==> src/rtl/mdu_divider.sv <==
// Iterative radix-2 non-restoring divider for RISC-V DIV/DIVU/REM/REMU.
// Optional early-out path for trivial quotients: define MDU_DIV_EARLY_OUT_EN.
module mdu_divider #(
    parameter int WIDTH = 32,
    parameter int CNT_W = $clog2(WIDTH)
) (
    input  logic             clk,
    input  logic             reset,
    input  logic             valid,
    output logic             ready,
    input  logic [WIDTH-1:0] a,
    input  logic [WIDTH-1:0] b,
    input  logic [2:0]       funct3,
    input  logic             flush,
    output logic [WIDTH-1:0] y,
    output logic [WIDTH-1:0] rem,
    output logic [WIDTH-1:0] result,
    output logic             done
);

    localparam logic [1:0] S_IDLE = 2'd0;
    localparam logic [1:0] S_CALC = 2'd1;
    localparam logic [1:0] S_FIX  = 2'd2;
    localparam logic [1:0] S_DONE = 2'd3;

    localparam logic [WIDTH-1:0] MIN_VAL  = {1'b1, {(WIDTH-1){1'b0}}};
    localparam logic [WIDTH-1:0] ONES_VAL = {WIDTH{1'b1}};

`ifdef MDU_DIV_EARLY_OUT_EN
    localparam logic EARLY_OUT = 1'b1;
`else
    localparam logic EARLY_OUT = 1'b0;
`endif

    logic [1:0]       state_q, state_d;
    logic [CNT_W-1:0] cnt_q, cnt_d;
    logic [WIDTH:0]   pr_q, pr_d;
    logic [WIDTH-1:0] quo_q, quo_d;
    logic [WIDTH-1:0] dvs_q, dvs_d;
    logic [WIDTH-1:0] a_orig_q, a_orig_d;
    logic             neg_quo_q, neg_quo_d;
    logic             neg_rem_q, neg_rem_d;
    logic             rem_sel_q, rem_sel_d;
    logic             div0_q, div0_d;
    logic             ovf_q, ovf_d;
    logic             small_q, small_d;
    logic [WIDTH-1:0] y_q, y_d;
    logic [WIDTH-1:0] rem_q, rem_d;
    logic [WIDTH-1:0] result_q, result_d;

    // Operand decode at the accept edge; funct3[2]=0 falls back to DIVU.
    logic             signed_op, rem_op;
    logic [WIDTH-1:0] a_mag, b_mag;
    logic             in_div0, in_ovf, in_small;

    assign signed_op = funct3[2] & ~funct3[0];
    assign rem_op    = funct3[2] & funct3[1];
    assign a_mag     = (signed_op && a[WIDTH-1]) ? (~a + 1'b1) : a;
    assign b_mag     = (signed_op && b[WIDTH-1]) ? (~b + 1'b1) : b;
    assign in_div0   = (b == '0);
    assign in_ovf    = signed_op && (a == MIN_VAL) && (b == ONES_VAL);
    assign in_small  = (a_mag < b_mag);

    // The shifted remainder may wrap in WIDTH+1 bits; the post-add value always fits.
    logic [WIDTH:0]   pr_shift, pr_step;
    logic [WIDTH-1:0] r_mag, q_fin, r_fin;

    assign pr_shift = {pr_q[WIDTH-1:0], quo_q[WIDTH-1]};
    assign pr_step  = pr_q[WIDTH] ? (pr_shift + {1'b0, dvs_q}) : (pr_shift - {1'b0, dvs_q});
    assign r_mag    = pr_q[WIDTH] ? (pr_q[WIDTH-1:0] + dvs_q) : pr_q[WIDTH-1:0];
    assign q_fin    = neg_quo_q ? (~quo_q + 1'b1) : quo_q;
    assign r_fin    = neg_rem_q ? (~r_mag + 1'b1) : r_mag;

    always_comb begin
        // NOTE: every next-state signal defaults to its register so no latch is inferred.
        state_d   = state_q;
        cnt_d     = cnt_q;
        pr_d      = pr_q;
        quo_d     = quo_q;
        dvs_d     = dvs_q;
        a_orig_d  = a_orig_q;
        neg_quo_d = neg_quo_q;
        neg_rem_d = neg_rem_q;
        rem_sel_d = rem_sel_q;
        div0_d    = div0_q;
        ovf_d     = ovf_q;
        small_d   = small_q;
        y_d       = y_q;
        rem_d     = rem_q;
        result_d  = result_q;

        case (state_q)
            S_IDLE: begin
                if (valid && !flush) begin
                    cnt_d     = CNT_W'(WIDTH - 1);
                    pr_d      = '0;
                    quo_d     = a_mag;
                    dvs_d     = b_mag;
                    a_orig_d  = a;
                    neg_quo_d = signed_op & (a[WIDTH-1] ^ b[WIDTH-1]) & ~in_div0;
                    neg_rem_d = signed_op & a[WIDTH-1];
                    rem_sel_d = rem_op;
                    div0_d    = in_div0;
                    ovf_d     = in_ovf;
                    small_d   = EARLY_OUT & in_small;
                    state_d   = (EARLY_OUT && (in_div0 || in_ovf || in_small)) ? S_FIX : S_CALC;
                end
            end
            S_CALC: begin
                if (flush) begin
                    state_d = S_IDLE;
                end else begin
                    pr_d  = pr_step;
                    quo_d = {quo_q[WIDTH-2:0], ~pr_step[WIDTH]};
                    if (cnt_q == '0) state_d = S_FIX;
                    else             cnt_d   = cnt_q - 1'b1;
                end
            end
            S_FIX: begin
                if (flush) begin
                    state_d = S_IDLE;
                end else begin
                    if (div0_q) begin
                        y_d   = ONES_VAL;
                        rem_d = a_orig_q;
                    end else if (ovf_q) begin
                        y_d   = a_orig_q;
                        rem_d = '0;
                    end else if (small_q) begin
                        y_d   = '0;
                        rem_d = a_orig_q;
                    end else begin
                        y_d   = q_fin;
                        rem_d = r_fin;
                    end
                    result_d = rem_sel_q ? rem_d : y_d;
                    state_d  = S_DONE;
                end
            end
            default: state_d = S_IDLE;
        endcase
    end

    // NOTE: sequential state uses non-blocking assignments only.
    always_ff @(posedge clk or posedge reset) begin
        if (reset) begin
            state_q   <= S_IDLE;
            cnt_q     <= '0;
            pr_q      <= '0;
            quo_q     <= '0;
            dvs_q     <= '0;
            a_orig_q  <= '0;
            neg_quo_q <= 1'b0;
            neg_rem_q <= 1'b0;
            rem_sel_q <= 1'b0;
            div0_q    <= 1'b0;
            ovf_q     <= 1'b0;
            small_q   <= 1'b0;
            y_q       <= '0;
            rem_q     <= '0;
            result_q  <= '0;
        end else begin
            state_q   <= state_d;
            cnt_q     <= cnt_d;
            pr_q      <= pr_d;
            quo_q     <= quo_d;
            dvs_q     <= dvs_d;
            a_orig_q  <= a_orig_d;
            neg_quo_q <= neg_quo_d;
            neg_rem_q <= neg_rem_d;
            rem_sel_q <= rem_sel_d;
            div0_q    <= div0_d;
            ovf_q     <= ovf_d;
            small_q   <= small_d;
            y_q       <= y_d;
            rem_q     <= rem_d;
            result_q  <= result_d;
        end
    end

    assign ready  = (state_q == S_IDLE);
    assign done   = (state_q == S_DONE);
    assign y      = y_q;
    assign rem    = rem_q;
    assign result = result_q;

endmodule

==> config.mk <==
export PLATFORM = sky130hd
export DESIGN_NAME = mdu_divider
export DESIGN_NICKNAME = d
export VERILOG_FILES = /design/src/rtl/mdu_divider.sv
export SDC_FILE = /design/constraint.sdc
export NUM_CORES = 1
export LEC_CHECK = 0
export BUFFER_PORTS_ARGS = -buffer_cell sky130_fd_sc_hd__buf_2
export CAP_MARGIN = 30
export CORE_ASPECT_RATIO = 1.2
export CORE_MARGIN = 2
export CORE_UTILIZATION = 51
export CTS_CLUSTER_SIZE = 24
export DETAILED_ROUTE_END_ITERATION = 8
export PLACE_DENSITY = 0.83
export SYNTH_ARGS = -nofsm -noshare
export SYNTH_HDL_FRONTEND = slang
export SYNTH_SLANG_ARGS = --single-unit
==> constraint.sdc <==
create_clock -name clk -period 8 [get_ports clk]
set_input_delay 1.6 -clock clk [delete_from_list [all_inputs] [get_ports clk]]
set_output_delay 1.6 -clock clk [all_outputs]
set_load 0.005 [all_outputs]
==> results of run 1 <==
[per-layer routing]
metal	global-route usage	up-vias
met3	0.03535	155
met5	0	-
met4	0.1828	0
met2	0.5106	763
met1	0.3761	8224
li1	-	8047
[path summary, 6_finish.rpt]
| path | start | slack (ns) | endpoint |
|---|---|---|---|
| max in group asynchronous | reset | 5.53 | pr_q[32] |
| hold reg to reg | rem[7] | 0.47 | rem[7] |
| min in group asynchronous | reset | 1.24 | rem[13] |
| hold / removal | rem[7] | 0.47 | rem[7] |
| setup / recovery | pr_q[0] | 3.13 | rem[29] |
| setup reg to reg | pr_q[0] | 3.13 | rem[29] |
[registers in the layout, summed over array words and instances, names as in the netlist]
register,count
neg_quo_q,1
rem_sel_q,1
rem,32
y,32
div0_q,1
ovf_q,1
cnt_q,5
dvs_q,32
neg_rem_q,1
quo_q,32
state_q,2
a_orig_q,32
result,32
pr_q,33
[report_power, final]
group / switching [mW] / internal (mW)
combinational: 3.23 / 2.05
sequential: 0.667 / 1.73
clock: 0.509 / 0.802
[synthesized netlist by cell type (6+ instances only)]
cell type	instances
a211o_1	7
a211oi_1	27
a21o_1	23
a21oi_1	165
a22o_1	14
a22oi_1	6
a31oi_1	23
and2_1	12
and3_1	15
buf_1	13
buf_2	7
clkbuf_1	112
dfrtp_1	237
ha_1	71
inv_1	43
mux2_2	15
mux2i_1	11
nand2_1	416
nand2b_1	21
nand3_1	34
nand4_1	22
nor2_1	163
nor2b_1	18
nor3_1	52
nor3b_1	11
nor4_1	25
nor4b_1	8
o211ai_1	8
o21a_1	13
o21ai_0	214
o21ai_1	9
o21bai_1	8
o22ai_1	7
o31a_1	7
o31ai_1	29
o41ai_1	19
or3_1	22
or4_1	13
xnor2_1	80
xor2_1	92
[cell type report]
class / count / area [µm²]
multi-input combinational: 1788 / 10860
sequential: 237 / 5933
tap: 456 / 570.5
fill: 3098 / 14380
antenna: 1 / 2.502
timing repair buffer: 189 / 1028
inverter: 45 / 172.7
clock buffer: 37 / 773.2
clock inverter: 10 / 162.7
[logic make-up (layout without fill, tap and decap cells)]
logic type / after synthesis / after routing / synth area share
multiplexers: 27 / 27 / 0.01727
XOR/XNOR: 172 / 172 / 0.08629
AO/OA/AOI/OAI: 650 / 650 / 0.2341
adder cells (fa/ha/maj): 73 / 73 / 0.05318
other: 0 / 1 / 0
flip-flops: 237 / 237 / 0.3397
AND/OR/NAND/NOR: 866 / 866 / 0.2298
buffers and inverters: 179 / 281 / 0.03963
[worst reg2reg max path, cell delays in order, from the launching register on]
cell and delay [ns]:
dfrtp_1 0.43, ha_1 0.29, fa_1 0.46, a211oi_1 0.45
o21ai_1 0.27, a211oi_2 0.34, nor4_1 0.10, o32ai_1 0.46
nor3b_1 0.38, nand2_1 0.29, or3_1 0.45, o311a_1 0.37
nor3_1 0.34, o21ai_1 0.11
[per-stage QoR]
stage	cell area, µm²	setup slack [ns]	total power [mW]	hold WS [ns]
2_1_floorplan	17460	2.866	5.972	0.4597
3_3_place_gp	18540	3.303	7.377	0.4549
3_5_place_dp	18540	3.202	7.540	0.4595
4_1_cts	19480	3.165	8.876	0.4745
5_1_grt	19510	2.676	9.646	0.5063
6_report	19510	3.129	8.987	0.4734
==> out/summary.txt, run 1 <==
Pwr dens = 460.7 nW/µm²
Commonest non-fill, non-tap cells in the layout = 415 x nand2_1, 235 x dfrtp_1, 214 x o21ai_0, 169 x buf_2, 165 x a21oi_1
Worst Hold Class = reg -> reg
Vias per cell = 6.221
Worst-path clk slew = 0.06 ns
H-Tree Depth = 1
Total Wirelength = 55120 µm
Post-CTS Repair Setup Buffers = 0
Fin cells = 2763
1st-iter DRT viols = 1649
Num ports = 169
Row cnt = 74
Least-Margin Pin Slew = 1.017 ns
Total CTS buffers = 26
Yosys top cell area share = 0.3397
Worst-skew pair later-pin latency = 0.55 ns
Syn Inst Count = 2204
R2R cell count = 13
Wl on met1 = 22070 µm
WP depth = 13
Top cells by area, synth = dfrtp_1 34%, nand2_1 8.9%, o21ai_0 6.1%, ha_1 5.1%, a21oi_1 4.7%
Avg WL per Cell = 19.95 µm
CP Data Required Time = 8.41 ns
Detailed placement HPWL = 41680 µm
Leak Pwr = 8.796 nW
Pre-Repair DR Iteration Count = 6
Die Span Y = 206.7 µm
WL met3 = 3833 µm
Syn avg cell area = 7.921 µm²
Status = finished clean
Starting Density = 0.5152
Core Area = 33890 µm²
Worst setup path class = reg -> reg
Synthesis Warnings = 0
Global-route wire length before repair = 87000 µm
Mapped cell area = 17460 µm²
# resized after CTS = 0
Max frequency = 205.3 MHz
CTS tree = yes
Final Hold Violating Endpoints = 0
Most common cell after layout, fill and taps aside = nand2_1
Max-cap violations = 0
Die Span X = 172.9 µm
Cell count after placement = 2714
Largest net degree at the start of global routing = 125
CP Buf/Inv Count = 0
Synth area leader = dfrtp_1
Setup TNS = 0 ns
Share of synthesized registers carrying an async set or reset = 1.000
Crit path max-delay family = compound AO/OA/AOI/OAI gates
GRT overflow = 0
Critical path, cell by cell = ha_1 > fa_1 > a211oi_1 > o21ai_1 > a211oi_2 > nor4_1 > o32ai_1 > nor3b_1 > nand2_1 > or3_1 > o311a_1 > nor3_1 > o21ai_1
Critical Path Fanout Max = 11
Die Footprint = 35730 µm²
Hold path depth = 2
Worst slew margin = 0.3133
Hold Buf Count CTS = 0
Root buffer cell = clkbuf_16
# clock sinks = 237
Worst Skew = 0.01855 ns
Vias = 17190
Post-synth EDFFs = 0
Top Layer Used = met4
Synthesized Nets = 2348
Worst stage delay on the critical path = 0.46 ns
Slowest cell on crit path = o32ai_1
GRT Overall Usage = 0.3026
Synth unique cells = 94
Count of pins over their slew limit = 0
Nature of the critical path startpoint = register
Placer Congestion = 1.011
Final net count = 2431
Share of layout cells above drive strength 1 = 0.1223
Core Util, Final = 0.5757
Port-buffer cells = 168
Wire length on met2 = 25680 µm
#FFs+latches synth = 237
Layout area overhead = 11.74%
Final Cycle Share = 0.6089
Sequential area share after synthesis = 0.3397
Final setup fails = 0
RSZ-0062 raised after global routing = false
Max clock buf depth = 3
Crit path top cell by count = o21ai_1
Peak supply drop = 0.1690 mV
Tmin final = 4.871 ns
Most common flop cell mapped by yosys = dfrtp_1
ANT nets after route = 0
Critical Path End Type = register
Initial antenna violation count = 0
Critical path arrival = 5.28 ns
Vias in the first global route = 16210
DR DRC count = 0
Power figures use the tool's default switching activity.
==> run 2, diff against run 1 <==
--- a/config.mk
+++ b/config.mk
@@ -12,7 +12,7 @@
 export CORE_UTILIZATION = 51
 export CTS_CLUSTER_SIZE = 24
 export DETAILED_ROUTE_END_ITERATION = 8
-export PLACE_DENSITY = 0.83
+export PLACE_DENSITY = 0.8
 export SYNTH_ARGS = -nofsm -noshare
 export SYNTH_HDL_FRONTEND = slang
 export SYNTH_SLANG_ARGS = --single-unit
==> constraint.sdc (replaced) <==
create_clock -name clk -period 5 [get_ports clk]
set_input_delay 1 -clock clk [delete_from_list [all_inputs] [get_ports clk]]
set_output_delay 1 -clock clk [all_outputs]
set_load 0.005 [all_outputs]
==> run 2 against run 1 <==
  * Routed wire length increased by 2.1%
  * Sequential share of layout area shrank 0.099 points
  * Combinational power up 61%
  * Clock skew up 0.011 ns
  * First-iteration DRC count decreased by 12%
  * Maximum frequency up 8.1%
  * Worst setup slack worse by 2.6 ns
  * Count of clock-buffer cells in the layout is 4 higher
  * Critical path type unchanged
  * Critical endpoint unchanged
  * Highest routed layer unchanged
==> out/summary.txt, run 2 (synthesis results as in run 1) <==
Status = finished clean
Pwr dens = 736.7 nW/µm²
Layout area overhead = 12.11%
1st-iter DRT viols = 1459
H-Tree Depth = 1
Fill count = 3109
Max frequency = 222.0 MHz
Vias per cell = 6.120
ANT cells = 0
Worst stage delay on the critical path = 0.56 ns
Root buffer cell = clkbuf_16
CTS tree = yes
Hold Buf Count CTS = 0
Vias = 16980
Share of layout cells above drive strength 1 = 0.1268
Crit path max-delay family = simple AND/OR/NAND/NOR gates
Total CTS buffers = 27
Die Span X = 172.9 µm
Leak Pwr = 8.841 nW
Post-CTS Repair Setup Buffers = 0
Port-buffer cells = 168
Placer Congestion = 1.019
Max reg flops = 33
Least-Margin Pin Slew = 1.029 ns
DR DRC count = 0
Initial antenna violation count = 0
Setup TNS = 0 ns
Count of pins over their slew limit = 0
Worst Hold Class = reg -> reg
Worst-skew pair later-pin latency = 0.56 ns
CP Buf/Inv Count = 0
Wl on met1 = 23020 µm
Peak supply drop = 0.3065 mV
Vias in the first global route = 16230
Sequential share of power = 0.269
Avg WL per Cell = 20.28 µm
Final Cycle Share = 0.9011
GRT overflow = 0
Commonest non-fill, non-tap cells in the layout = 415 x nand2_1, 235 x dfrtp_1, 214 x o21ai_0, 169 x buf_2, 165 x a21oi_1
Most common cell after layout, fill and taps aside = nand2_1
Critical Path End Type = register
Worst setup path class = reg -> reg
RSZ-0062 raised after global routing = false
Pre-Repair DR Iteration Count = 6
Internal power = 7.317 mW
Post-layout instance area = 19570 µm²
Critical path arrival = 4.92 ns
# clock sinks = 237
Worst Skew = 0.02912 ns
Clock network fraction of total power = 0.141
GRT Overall Usage = 0.3116
# resized after CTS = 0
Row cnt = 74
Max clock buf depth = 3
Worst slew margin = 0.3055
Largest net degree at the start of global routing = 169
Worst-path clk slew = 0.06 ns
Wire length on met2 = 26320 µm
Final net count = 2443
Core Area = 33890 µm²
Tmin final = 4.505 ns
Starting Density = 0.5152
Top Layer Used = met4
CP Data Required Time = 5.41 ns
Die Footprint = 35730 µm²
Detailed placement HPWL = 42780 µm
Combinational share of power = 0.590
Total power = 14.42 mW
Critical Path Fanout Max = 8
Critical path, cell by cell = ha_1 > o21ai_0 > o21ai_1 > a21oi_1 > nor4_1 > nor4_1 > nor3_1 > or3b_2 > or3_1 > o311a_1 > nor3_1 > o21ai_1
Top reg by flops = pr_q
Nature of the critical path startpoint = register
Psw = 7.101 mW
Max-cap violations = 0
Register area = 5933 µm²
Slowest cell on crit path = or3b_2
Num ports = 169
Final setup fails = 0
Total Wirelength = 56280 µm
Post-DP Area = 18660 µm²
Multi-input gate area = 10870 µm²
Die Span Y = 206.7 µm
WL met3 = 3161 µm
Final Hold Violating Endpoints = 0
Sw Share = 0.4925
ANT nets after route = 0
Global-route wire length before repair = 88600 µm
-- run 2: final cells by class --
type | instances | share of cell area
flip-flops and latches | 237 | 0.3032
multi-input cells | 1788 | 0.5556
inverters | 45 | 0.008822
clock buffers | 41 | 0.04079
repair buffers | 200 | 0.05703
well taps | 456 | 0.02915
clock inverters | 8 | 0.005434
-- run 2: per-stage QoR --
step | instances | hold slack, ns | setup slack [ns] | utilization
2_1_floorplan | 2204 | 0.4597 | 0.1164 | -
3_3_place_gp | 2725 | 0.4519 | 0.5393 | 0.5504
3_5_place_dp | 2726 | 0.4620 | 0.2672 | 0.5505
4_1_cts | 2775 | 0.4768 | 0.2521 | 0.5772
5_1_grt | 2775 | 0.5021 | 0.07961 | 0.5775
6_report | 2775 | 0.4760 | 0.4946 | 0.5775
-- run 2: path summary, 6_finish.rpt --
| kind | startpoint | endpoint | slack, ns | cells past startpoint |
|---|---|---|---|---|
| worst max-delay path | dvs_q[4] | rem[29] | 0.49 | 12 |
| max in group asynchronous | reset | pr_q[32] | 3.45 | 3 |
| worst min-delay path | result[14] | result[14] | 0.48 | 1 |
| worst min register to register | result[14] | result[14] | 0.48 | 1 |
| min in group asynchronous | reset | rem[19] | 0.58 | 3 |
| worst max register to register | dvs_q[4] | rem[29] | 0.49 | 12 |
-- run 2: power groups by stage --
stage	Sequential [mW]	Clock, mW	Combinational [mW]
5_1_grt	3.97	2.13	9.40
3_5_place_dp	3.87	0	8.33
2_1_floorplan	3.43	0	6.13
3_3_place_gp	3.81	0	8.17
4_1_cts	3.84	2.05	8.39
6_report	3.88	2.03	8.51
-- run 2: layer usage --
| layer | vias up | track usage |
|---|---|---|
| met4 | 0 | 0.1985 |
| met5 | - | 0 |
| met3 | 150 | 0.03242 |
| met1 | 8080 | 0.3836 |
| li1 | 8076 | - |
| met2 | 676 | 0.5280 |
